File: src/rtl/core_pkg.sv
// Shared core definitions: result-source indices, load-size encodings, register address width.
// Constants only; nothing here has latency or backpressure.
package core_pkg;

  typedef enum logic [1:0] {
    RES_ALU = 2'd0,
    RES_MEM = 2'd1,
    RES_PC4 = 2'd2,
    RES_IMM = 2'd3
  } res_src_e;

  localparam logic [1:0] LS_B = 2'b00;
  localparam logic [1:0] LS_H = 2'b01;
  localparam logic [1:0] LS_W = 2'b10;

  localparam int REG_ADDR_W = 5;

endpackage

File: src/rtl/load_extend.sv
// Load lane select and sign/zero extension; purely combinational (zero latency).
// No handshake: the output follows the inputs every cycle.
module load_extend
  import core_pkg::*;
#(
  parameter int WIDTH = 32
) (
  input  logic [WIDTH-1:0] data_i,
  input  logic [1:0]       load_size_i,
  input  logic             load_unsigned_i,
  input  logic [1:0]       byte_offset_i,
  output logic [WIDTH-1:0] data_o
);

  logic [7:0]  byte_lane;
  logic [15:0] half_lane;
  logic [31:0] word_lane;
  logic        fill;

  always_comb begin
    byte_lane = data_i[{byte_offset_i, 3'b000} +: 8];
    half_lane = data_i[{byte_offset_i[1], 4'b0000} +: 16];
    word_lane = data_i[31:0];
    fill      = 1'b0;
    data_o    = '0;
    case (load_size_i)
      LS_B: begin
        fill        = ~load_unsigned_i & byte_lane[7];
        data_o      = {WIDTH{fill}};
        data_o[7:0] = byte_lane;
      end
      LS_H: begin
        fill         = ~load_unsigned_i & half_lane[15];
        data_o       = {WIDTH{fill}};
        data_o[15:0] = half_lane;
      end
      // LS_W and the reserved encoding both load the full word
      default: begin
        fill         = ~load_unsigned_i & word_lane[31];
        data_o       = {WIDTH{fill}};
        data_o[31:0] = word_lane;
      end
    endcase
  end

endmodule

File: src/rtl/wb_result_stage.sv
// Writeback result select + load extension into a MEM/WB register; 1-cycle latency.
// stall holds the register, flush inserts a bubble (flush wins over stall).
module wb_result_stage
  import core_pkg::*;
#(
  parameter int WIDTH   = 32,
  parameter int NUM_SRC = 4,
  parameter int SEL_W   = $clog2(NUM_SRC),
  parameter int MEM_IDX = int'(RES_MEM)
) (
  input  logic                    clk,
  input  logic                    rst,
  input  logic                    in_valid,
  input  logic                    stall,
  input  logic                    flush,
  input  logic [NUM_SRC*WIDTH-1:0] src_data,
  input  logic [SEL_W-1:0]        result_src,
  input  logic [1:0]              load_size,
  input  logic                    load_unsigned,
  input  logic [1:0]              byte_offset,
  input  logic [REG_ADDR_W-1:0]   rd_in,
  input  logic                    reg_write_in,
  output logic                    out_valid,
  output logic [WIDTH-1:0]        result,
  output logic [REG_ADDR_W-1:0]   rd_out,
  output logic                    reg_write_out
);

  logic [WIDTH-1:0] sel_val;
  logic [WIDTH-1:0] ext_val;
  logic [WIDTH-1:0] wb_val;

  // Out-of-range selects fall through to zero
  always_comb begin
    sel_val = '0;
    for (int i = 0; i < NUM_SRC; i++) begin
      if (result_src == SEL_W'(i)) sel_val = src_data[i*WIDTH +: WIDTH];
    end
  end

  load_extend #(.WIDTH(WIDTH)) u_load_extend (
    .data_i          (sel_val),
    .load_size_i     (load_size),
    .load_unsigned_i (load_unsigned),
    .byte_offset_i   (byte_offset),
    .data_o          (ext_val)
  );

  assign wb_val = (result_src == SEL_W'(MEM_IDX)) ? ext_val : sel_val;

  logic                  valid_q, valid_d;
  logic [WIDTH-1:0]      result_q, result_d;
  logic [REG_ADDR_W-1:0] rd_q, rd_d;
  logic                  we_q, we_d;

  always_comb begin
    valid_d  = valid_q;
    result_d = result_q;
    rd_d     = rd_q;
    we_d     = we_q;
    if (flush) begin
      valid_d  = 1'b0;
      result_d = '0;
      rd_d     = '0;
      we_d     = 1'b0;
    end else if (!stall) begin
      valid_d  = in_valid;
      result_d = wb_val;
      rd_d     = rd_in;
      we_d     = reg_write_in & in_valid & (rd_in != '0);
    end
  end

  always_ff @(posedge clk) begin
    if (rst) begin
      valid_q  <= 1'b0;
      result_q <= '0;
      rd_q     <= '0;
      we_q     <= 1'b0;
    end else begin
      valid_q  <= valid_d;
      result_q <= result_d;
      rd_q     <= rd_d;
      we_q     <= we_d;
    end
  end

  assign out_valid     = valid_q;
  assign result        = result_q;
  assign rd_out        = rd_q;
  assign reg_write_out = we_q;

endmodule

File: config.mk
export PLATFORM = sky130hd
export DESIGN_NAME = wb_result_stage
export DESIGN_NICKNAME = d
export VERILOG_FILES = /design/src/rtl/core_pkg.sv /design/src/rtl/load_extend.sv /design/src/rtl/wb_result_stage.sv
export SDC_FILE = /design/constraint.sdc
export NUM_CORES = 1
export LEC_CHECK = 0
export CAP_MARGIN = 5
export CORE_UTILIZATION = 40
export DETAILED_ROUTE_END_ITERATION = 10
export GPL_ROUTABILITY_DRIVEN = 0
export PLACE_DENSITY_LB_ADDON = 0.3
export SKIP_LAST_GASP = 1
export SLEW_MARGIN = 5
export SYNTH_ARGS = -nofsm -noshare
export SYNTH_HDL_FRONTEND = slang
export SYNTH_SLANG_ARGS = --single-unit
File: constraint.sdc
create_clock -name clk -period 3.88 [get_ports clk]
set_clock_uncertainty 0.15 [all_clocks]
set_input_delay 0.776 -clock clk [delete_from_list [all_inputs] [get_ports clk]]
set_output_delay 0.776 -clock clk [all_outputs]
set_load 0.02 [all_outputs]
==> report_table.html, run 1 <==
<table>
<tr><th>Metric</th><th>Value</th></tr>
<tr><th colspan="2">Clocking</th></tr>
<tr><td>Clock tree root buffer cell</td><td>clkbuf_8</td></tr>
<tr><td>Maximum clock path buffer count</td><td>2</td></tr>
<tr><td>H-tree lvl count</td><td>2</td></tr>
<tr><td>Number of CTS-inserted buffers</td><td>5</td></tr>
<tr><td>Clock sinks</td><td>39</td></tr>
<tr><td>Clock latency on the worst-skew pair</td><td>280 ps</td></tr>
<tr><td>Number of gates given a new drive strength after cts</td><td>0</td></tr>
<tr><td>Clock-pin slew on the worst setup and hold paths</td><td>70 ps</td></tr>
<tr><td>Post-CTS Hold Buffers</td><td>0</td></tr>
<tr><td>Setup bufs post-CTS</td><td>0</td></tr>
<tr><td>Clock tree from TritonCTS</td><td>yes</td></tr>
<tr><th colspan="2">Drt</th></tr>
<tr><td>DRT antenna net count</td><td>0</td></tr>
<tr><td>DRC violation count after routing</td><td>0</td></tr>
<tr><td>Final WL</td><td>10,400 um</td></tr>
<tr><td>TritonRoute pass-1 iters</td><td>5</td></tr>
<tr><td>Vias per cell</td><td>5.72</td></tr>
<tr><td>Detailed Route Iter0 Violations</td><td>186</td></tr>
<tr><td>Detailed-route via count</td><td>3,309</td></tr>
<tr><td>Average wire per standard cell</td><td>18.1 um</td></tr>
<tr><th colspan="2">STA</th></tr>
<tr><td>Worst slew pin tran</td><td>714 ps</td></tr>
<tr><td>Final count of hold timing violations</td><td>0</td></tr>
<tr><td>Crit share post-route</td><td>80.0%</td></tr>
<tr><td>Minimum clock period</td><td>3100 ps</td></tr>
<tr><td>Setup TNS</td><td>0 ps</td></tr>
<tr><td>Final Max Tran Viols</td><td>0</td></tr>
<tr><td>Setup repair after global routing missed its margin</td><td>false</td></tr>
<tr><td>Fmax</td><td>0.322 GHz</td></tr>
<tr><td>Relative slew margins</td><td>52.1%</td></tr>
<tr><td>Setup-violating endpoint count in the final report</td><td>0</td></tr>
<tr><th colspan="2">Finish</th></tr>
<tr><td>Total Nets Final</td><td>624</td></tr>
<tr><td>Ratio of cells with drive above 1 in the final layout</td><td>11.9%</td></tr>
<tr><td>Leading cell types in the layout, fill and taps excluded</td><td>clkdlybuf4s50_1, o21ai_0, dfxtp_1</td></tr>
<tr><td>Antenna Cells</td><td>0</td></tr>
<tr><td>Flip-flop and latch area</td><td>781 um2</td></tr>
<tr><td>Layout-stage area growth over the synthesis result</td><td>64.4%</td></tr>
<tr><td>Fill cell total of the finished layout</td><td>615</td></tr>
<tr><td>Post-layout utilization of the core</td><td>67.5%</td></tr>
<tr><td>Most common cell after layout, fill and taps aside</td><td>clkdlybuf4s50_1</td></tr>
<tr><td>Area occupied by multi-input gates</td><td>1950 um2</td></tr>
<tr><th colspan="2">Hold path</th></tr>
<tr><td>Class of the most critical hold timing path</td><td>flip-flop to flip-flop</td></tr>
<tr><th colspan="2">Logic synthesis</th></tr>
<tr><td>Cell area after synthesis</td><td>2960 um2</td></tr>
<tr><td>Count of unique library cells instantiated by Yosys</td><td>53</td></tr>
<tr><td>Number of enable-type register cells in the synthesized netlist</td><td>0</td></tr>
<tr><td>Number of standard cells after synthesis</td><td>303</td></tr>
<tr><td>Fraction of registers with async set or reset after synthesis</td><td>0%</td></tr>
<tr><td>FF+latch count, synth</td><td>39</td></tr>
<tr><td>Total number of yosys warnings</td><td>0</td></tr>
<tr><td>Post-Syn Nets</td><td>449</td></tr>
<tr><td>Share of the synthesized area in the top cell type</td><td>26.4%</td></tr>
<tr><td>Share of synthesized area occupied by flip-flops and latches</td><td>26.4%</td></tr>
<tr><td>Synth area leader</td><td>dfxtp_1</td></tr>
<tr><td>Main flop type after synthesis</td><td>dfxtp_1</td></tr>
<tr><td>Area contributors post-synth</td><td>dfxtp_1, mux4_2, mux2i_1</td></tr>
<tr><td>Synth Area per Inst</td><td>9.78 um2</td></tr>
<tr><th colspan="2">Global routing</th></tr>
<tr><td>Antenna violations before repair</td><td>0</td></tr>
<tr><td>Maximum number of pins on one net before global-route repair</td><td>30</td></tr>
<tr><td>Vias in the first global route</td><td>3,317</td></tr>
<tr><td>Total congestion overflow after global routing</td><td>0</td></tr>
<tr><td>Global-route wire length before repair</td><td>16,300 um</td></tr>
<tr><td>Combined global-route utilization of all metal layers</td><td>27.4%</td></tr>
<tr><th colspan="2">Status</th></tr>
<tr><td>Status</td><td>completed</td></tr>
<tr><th colspan="2">Power and ir drop</th></tr>
<tr><td>Worst ir drop on vdd</td><td>0.000153 V</td></tr>
<tr><td>Cell area power density</td><td>232 nW/um2</td></tr>
<tr><td>Leakage power</td><td>1.85 nW</td></tr>
<tr><th colspan="2">Die</th></tr>
<tr><td>Die Span X</td><td>88.1 um</td></tr>
<tr><td>Die outline height</td><td>88.1 um</td></tr>
<tr><td>Total number of placement rows</td><td>31</td></tr>
<tr><td>Core Area</td><td>7210 um2</td></tr>
<tr><td>I/O pin cnt</td><td>185</td></tr>
<tr><td>Initial Utilization</td><td>41.1%</td></tr>
<tr><td>Area enclosed by the die boundary</td><td>7760 um2</td></tr>
<tr><th colspan="2">Setup path</th></tr>
<tr><td>CP max FO</td><td>11</td></tr>
<tr><td>Data arrival time of the critical path</td><td>3130 ps</td></tr>
<tr><td>Endpoint type of the worst setup path</td><td>flip-flop</td></tr>
<tr><td>Required time reported for the critical path endpoint</td><td>3900 ps</td></tr>
<tr><td>Critical path startpoint category</td><td>primary input</td></tr>
<tr><td>Category of the most critical setup path</td><td>primary input to flip-flop</td></tr>
<tr><th colspan="2">Place</th></tr>
<tr><td>Half-perimeter wire length after detailed placement</td><td>8660 um</td></tr>
<tr><td>Port Buf Inserts</td><td>184</td></tr>
<tr><th colspan="2">Run</th></tr>
<tr><td>Maxcap violations</td><td>0</td></tr>
</table>
==> Yosys cell counts (3+ instances only) <==
library cell / instances
a221oi_1: 3
nor2_1: 18
clkbuf_8: 4
a31oi_1: 3
o211a_1: 4
nor3_1: 3
mux2_2: 6
a22o_1: 4
o21ai_0: 43
mux4_2: 22
mux4_1: 3
mux2i_1: 22
o22ai_1: 4
buf_2: 6
nand2_1: 20
a2bb2oi_1: 6
a21oi_1: 23
buf_6: 6
o21ai_1: 3
a22oi_1: 10
clkbuf_1: 5
dfxtp_1: 39
inv_1: 6
==> worst max-delay path, stage by stage <==
cell and delay, ps:
clkdlybuf4s50_1 750, mux2i_1 240, nor3_1 60, o31a_1 350
o41ai_4 570, buf_4 280, a21oi_1 80
==> flip-flops by register name, indices dropped and copies added (netlist names) <==
| signal | flops |
|---|---|
| result | 32 |
| rd_out | 5 |
| out_valid | 1 |
| reg_write_out | 1 |
==> power breakdown <==
part	internal [W]	total, W	switching, W
Sequential	0.000418	0.000427	0.00000952
Clock	0.000123	0.000259	0.000136
Combinational	0.000260	0.000444	0.000184
==> logic make-up after synthesis <==
group,synth area share (%)
muxes,29.9
and+or+nand+nor,10.9
AOI/OAI and AO/OA,25.1
DFF,26.4
buffers and inverters,7.77
==> cell type report <==
type                            instances  area share (%)
Tap cell                               99            2.54
Sequential cell                        39            16.0
Multi-Input combinational cell        232            40.1
Timing Repair Buffer                  194            39.2
Clock buffer                            5            1.41
Inverter                                6           0.462
Clock inverter                          3           0.308
==> layer usage <==
metal  up-vias  share of wire, %  global-route usage, %  routed length (um)
met5         -                 0                      0                   0
met4         0               2.1                   7.62                 218
met3        22               8.3                   5.56                 866
met2       193                51                   49.0                5380
met1      1565                38                   33.4                3990
li1       1529                 -                      -                   -
==> path summary, 6_finish.rpt <==
| check | start | end | slack [ps] | depth (start not counted) |
|---|---|---|---|---|
| worst max-delay path | byte_offset[0] | result[16] | 780 | 7 |
| worst min-delay path | reg_write_out | reg_write_out | 310 | 2 |
| worst max register to register | result[14] | result[14] | 2820 | 3 |
| worst min register to register | reg_write_out | reg_write_out | 310 | 2 |
==> stage by stage <==
stage | total power [W] | setup slack [ps] | std cells | hold WS (ps) | instance area (um2)
global placement | 0.000866 | 562 | 570 | 302 | 4790
finish | 0.00113 | 776 | 578 | 315 | 4870
CTS | 0.00113 | 810 | 578 | 322 | 4870
global route | 0.00118 | 693 | 578 | 341 | 4870
floorplan | 0.000650 | 1380 | 303 | 386 | 2960
detailed placement | 0.000877 | 524 | 570 | 310 | 4790
Power figures use the tool's default switching activity.
==> run 2, diff against run 1 <==
--- a/config.mk
+++ b/config.mk
@@ -6,7 +6,7 @@
 export NUM_CORES = 1
 export LEC_CHECK = 0
 export CAP_MARGIN = 5
-export CORE_UTILIZATION = 40
+export CORE_UTILIZATION = 38
 export DETAILED_ROUTE_END_ITERATION = 10
 export GPL_ROUTABILITY_DRIVEN = 0
 export PLACE_DENSITY_LB_ADDON = 0.3
==> constraint.sdc (replaced) <==
create_clock -name clk -period 2.9 [get_ports clk]
set_clock_uncertainty 0.15 [all_clocks]
set_input_delay 0.58 -clock clk [delete_from_list [all_inputs] [get_ports clk]]
set_output_delay 0.58 -clock clk [all_outputs]
set_load 0.02 [all_outputs]
==> report_table.html, run 2 (synthesized netlist as in run 1, its figures left out) <==
<table>
<tr><th>Metric</th><th>Value</th></tr>
<tr><th colspan="2">Hold path</th></tr>
<tr><td>Cell depth of the worst hold path</td><td>2 (unchanged)</td></tr>
<tr><td>Class of the most critical hold timing path</td><td>flip-flop to flip-flop</td></tr>
<tr><th colspan="2">Finish</th></tr>
<tr><td>Layout-stage area growth over the synthesis result</td><td>68.9%</td></tr>
<tr><td>Ratio of cells with drive above 1 in the final layout</td><td>13.7% (+1.8 points)</td></tr>
<tr><td>Largest register FFs</td><td>32 (unchanged)</td></tr>
<tr><td>Leading cell types in the layout, fill and taps excluded</td><td>clkdlybuf4s50_1, o21ai_0, dfxtp_1</td></tr>
<tr><td>Area occupied by multi-input gates</td><td>1950 um2 (unchanged)</td></tr>
<tr><td>Antenna Cells</td><td>0 (unchanged)</td></tr>
<tr><td>Most common cell after layout, fill and taps aside</td><td>clkdlybuf4s50_1</td></tr>
<tr><td>Total Nets Final</td><td>634 (+1.6%)</td></tr>
<tr><td>Fill cell total of the finished layout</td><td>599 (-2.6%)</td></tr>
<tr><td>Area of all placed cells without fillers</td><td>5000 um2 (+2.7%)</td></tr>
<tr><td>Flip-flop and latch area</td><td>781 um2 (unchanged)</td></tr>
<tr><th colspan="2">Drt</th></tr>
<tr><td>Detailed-route via count</td><td>3,344 (+1.1%)</td></tr>
<tr><td>Final WL</td><td>10,800 um (+3.8%)</td></tr>
<tr><td>DRT antenna net count</td><td>0 (unchanged)</td></tr>
<tr><td>Average wire per standard cell</td><td>18.4 um (+2.0%)</td></tr>
<tr><td>DRC violation count after routing</td><td>0 (unchanged)</td></tr>
<tr><td>Detailed Route Iter0 Violations</td><td>216 (+16%)</td></tr>
<tr><td>TritonRoute pass-1 iters</td><td>5 (unchanged)</td></tr>
<tr><td>Vias per cell</td><td>5.69 (-0.66%)</td></tr>
<tr><th colspan="2">Die</th></tr>
<tr><td>Die Span X</td><td>90.3 um (+2.5%)</td></tr>
<tr><td>I/O pin cnt</td><td>185 (unchanged)</td></tr>
<tr><td>Area enclosed by the die boundary</td><td>8150 um2 (+5.1%)</td></tr>
<tr><td>Die outline height</td><td>90.3 um (+2.5%)</td></tr>
<tr><td>Initial Utilization</td><td>40.0% (-1.1 points)</td></tr>
<tr><td>Total number of placement rows</td><td>31 (unchanged)</td></tr>
<tr><td>Core Area</td><td>7410 um2 (+2.7%)</td></tr>
<tr><th colspan="2">Global routing</th></tr>
<tr><td>Global-route wire length before repair</td><td>17,000 um (+4.4%)</td></tr>
<tr><td>Combined global-route utilization of all metal layers</td><td>26.4% (-0.96 points)</td></tr>
<tr><td>Maximum number of pins on one net before global-route repair</td><td>24 (-20%)</td></tr>
<tr><td>Total congestion overflow after global routing</td><td>0 (unchanged)</td></tr>
<tr><td>Antenna violations before repair</td><td>0 (unchanged)</td></tr>
<tr><td>Vias in the first global route</td><td>3,402 (+2.6%)</td></tr>
<tr><th colspan="2">Clocking</th></tr>
<tr><td>Post-CTS Hold Buffers</td><td>0 (unchanged)</td></tr>
<tr><td>H-tree lvl count</td><td>2 (unchanged)</td></tr>
<tr><td>Clock latency on the worst-skew pair</td><td>280 ps (about the same)</td></tr>
<tr><td>Number of gates given a new drive strength after cts</td><td>0 (unchanged)</td></tr>
<tr><td>Clock tree root buffer cell</td><td>clkbuf_8</td></tr>
<tr><td>Number of CTS-inserted buffers</td><td>5 (unchanged)</td></tr>
<tr><td>Setup bufs post-CTS</td><td>0 (unchanged)</td></tr>
<tr><td>Clock tree from TritonCTS</td><td>yes</td></tr>
<tr><td>Clock-pin slew on the worst setup and hold paths</td><td>70 ps (about the same)</td></tr>
<tr><td>Maximum clock path buffer count</td><td>2 (unchanged)</td></tr>
<tr><td>Clock sinks</td><td>39 (unchanged)</td></tr>
<tr><th colspan="2">Place</th></tr>
<tr><td>Post-place instance area</td><td>4890 um2 (+2.1%)</td></tr>
<tr><td>Half-perimeter wire length after detailed placement</td><td>8850 um (+2.2%)</td></tr>
<tr><td>Port Buf Inserts</td><td>184 (unchanged)</td></tr>
<tr><th colspan="2">Power and ir drop</th></tr>
<tr><td>Internal power consumption</td><td>0.00120 W (+49%)</td></tr>
<tr><td>Part of the power in the clock network</td><td>28.8% (+5.9 points)</td></tr>
<tr><td>Portion of total power attributed to combinational logic</td><td>36.7% (-2.6 points)</td></tr>
<tr><td>Worst ir drop on vdd</td><td>0.000202 V (+32%)</td></tr>
<tr><td>Switching portion of total power</td><td>27.7% (-1.4 points)</td></tr>
<tr><td>Part of the power in registers</td><td>34.5% (-3.3 points)</td></tr>
<tr><td>Leakage power</td><td>1.92 nW (+3.9%)</td></tr>
<tr><td>Cell area power density</td><td>331 nW/um2 (+43%)</td></tr>
<tr><td>Switch Pwr</td><td>0.000459 W (+39%)</td></tr>
<tr><td>Overall power</td><td>0.00166 W (+46%)</td></tr>
<tr><th colspan="2">Setup path</th></tr>
<tr><td>Depth of the most critical reg-to-reg path</td><td>3 (unchanged)</td></tr>
<tr><td>Capturing instance or port of the critical path</td><td>result[26]</td></tr>
<tr><td>Critical path startpoint category</td><td>primary input</td></tr>
<tr><td>Endpoint type of the worst setup path</td><td>flip-flop</td></tr>
<tr><td>Minimum setup slack among reg-to-reg paths</td><td>1770 ps (-1050 ps)</td></tr>
<tr><td>Data arrival time of the critical path</td><td>2600 ps (-530 ps)</td></tr>
<tr><td>Startpoint of the lowest-slack register-to-register path</td><td>result[14]</td></tr>
<tr><td>Start point of the critical path</td><td>byte_offset[0]</td></tr>
<tr><td>Required time reported for the critical path endpoint</td><td>2920 ps (-980 ps)</td></tr>
<tr><td>Category of the most critical setup path</td><td>primary input to flip-flop</td></tr>
<tr><td>Worst flop-to-flop path endpoint</td><td>result[14]</td></tr>
<tr><td>CP max FO</td><td>16 (+5)</td></tr>
<tr><th colspan="2">STA</th></tr>
<tr><td>Setup TNS</td><td>0 ps (unchanged)</td></tr>
<tr><td>Minimum clock period</td><td>2580 ps</td></tr>
<tr><td>Relative slew margins</td><td>55.3% (+3.2 points)</td></tr>
<tr><td>Final Max Tran Viols</td><td>0 (unchanged)</td></tr>
<tr><td>Setup-violating endpoint count in the final report</td><td>0 (unchanged)</td></tr>
<tr><td>Crit share post-route</td><td>88.8%</td></tr>
<tr><td>Fmax</td><td>0.388 GHz</td></tr>
<tr><td>Final count of hold timing violations</td><td>0 (unchanged)</td></tr>
<tr><td>Worst slew pin tran</td><td>666 ps (-48.0 ps)</td></tr>
<tr><td>Setup repair after global routing missed its margin</td><td>false</td></tr>
<tr><th colspan="2">Status</th></tr>
<tr><td>Status</td><td>completed</td></tr>
<tr><th colspan="2">Run</th></tr>
<tr><td>Maxcap violations</td><td>0 (unchanged)</td></tr>
</table>
==> run 2: changes by cell type in the layout (fill, tap and decap cells not counted), sizes merged <==
cell	before	now
clkinv	3	1
clkbuf	5	6
buf	12	22
bufinv	0	1
==> run 2: critical path, cell delays in order <==
cell	delay (ps)
clkdlybuf4s50_1	590
buf_12	180
or2b_1	120
o22ai_1	80
o31a_1	320
o41ai_4	340
buf_4	290
a21oi_1	100
==> run 2: area by class of cell <==
type | instances | share of cell area, %
inverter | 6 | 0.450
timing repair buffer | 204 | 40.1
sequential | 39 | 15.6
tap | 99 | 2.48
multi-input combinational | 232 | 39.0
clock buffer | 6 | 1.65
clock inverter | 2 | 0.700
==> run 2: through the flow <==
stage	hold WS, ps	std cells	setup slack, ps	utilization [%]
after floorplan	386	303	598	-
after global placement	299	580	136	66.0
after CTS	325	588	368	67.5
after detailed placement	305	580	65.2	66.0
after global routing	353	588	256	67.5
final	324	588	323	67.5
==> run 2: layer usage <==
metal  up-vias  part of all wire (%)  global-route usage, %
li1       1553                     -                      -
met1      1592                    40                   30.9
met2       181                    51                   47.1
met3        18                   7.5                   5.98
met4         0                   2.1                   9.41
met5         -                     0                      0
==> run 2: worst min path at each step <==
stage | from | end | slack [ps]
after floorplan | result[6] | result[6] | 390
after global placement | reg_write_out | reg_write_out | 300
after detailed placement | result[6] | result[6] | 300
after CTS | reg_write_out | reg_write_out | 330
after global routing | result[3] | result[3] | 350
final | reg_write_out | reg_write_out | 320
==> run 2: power groups by stage <==
stage / Sequential [W] / Clock (W) / Combinational, W
detailed placement: 0.000583 / 0 / 0.000603
floorplan: 0.000610 / 0 / 0.000260
finish: 0.000570 / 0.000477 / 0.000608
CTS: 0.000570 / 0.000479 / 0.000605
global route: 0.000573 / 0.000499 / 0.000647
global placement: 0.000582 / 0 / 0.000592
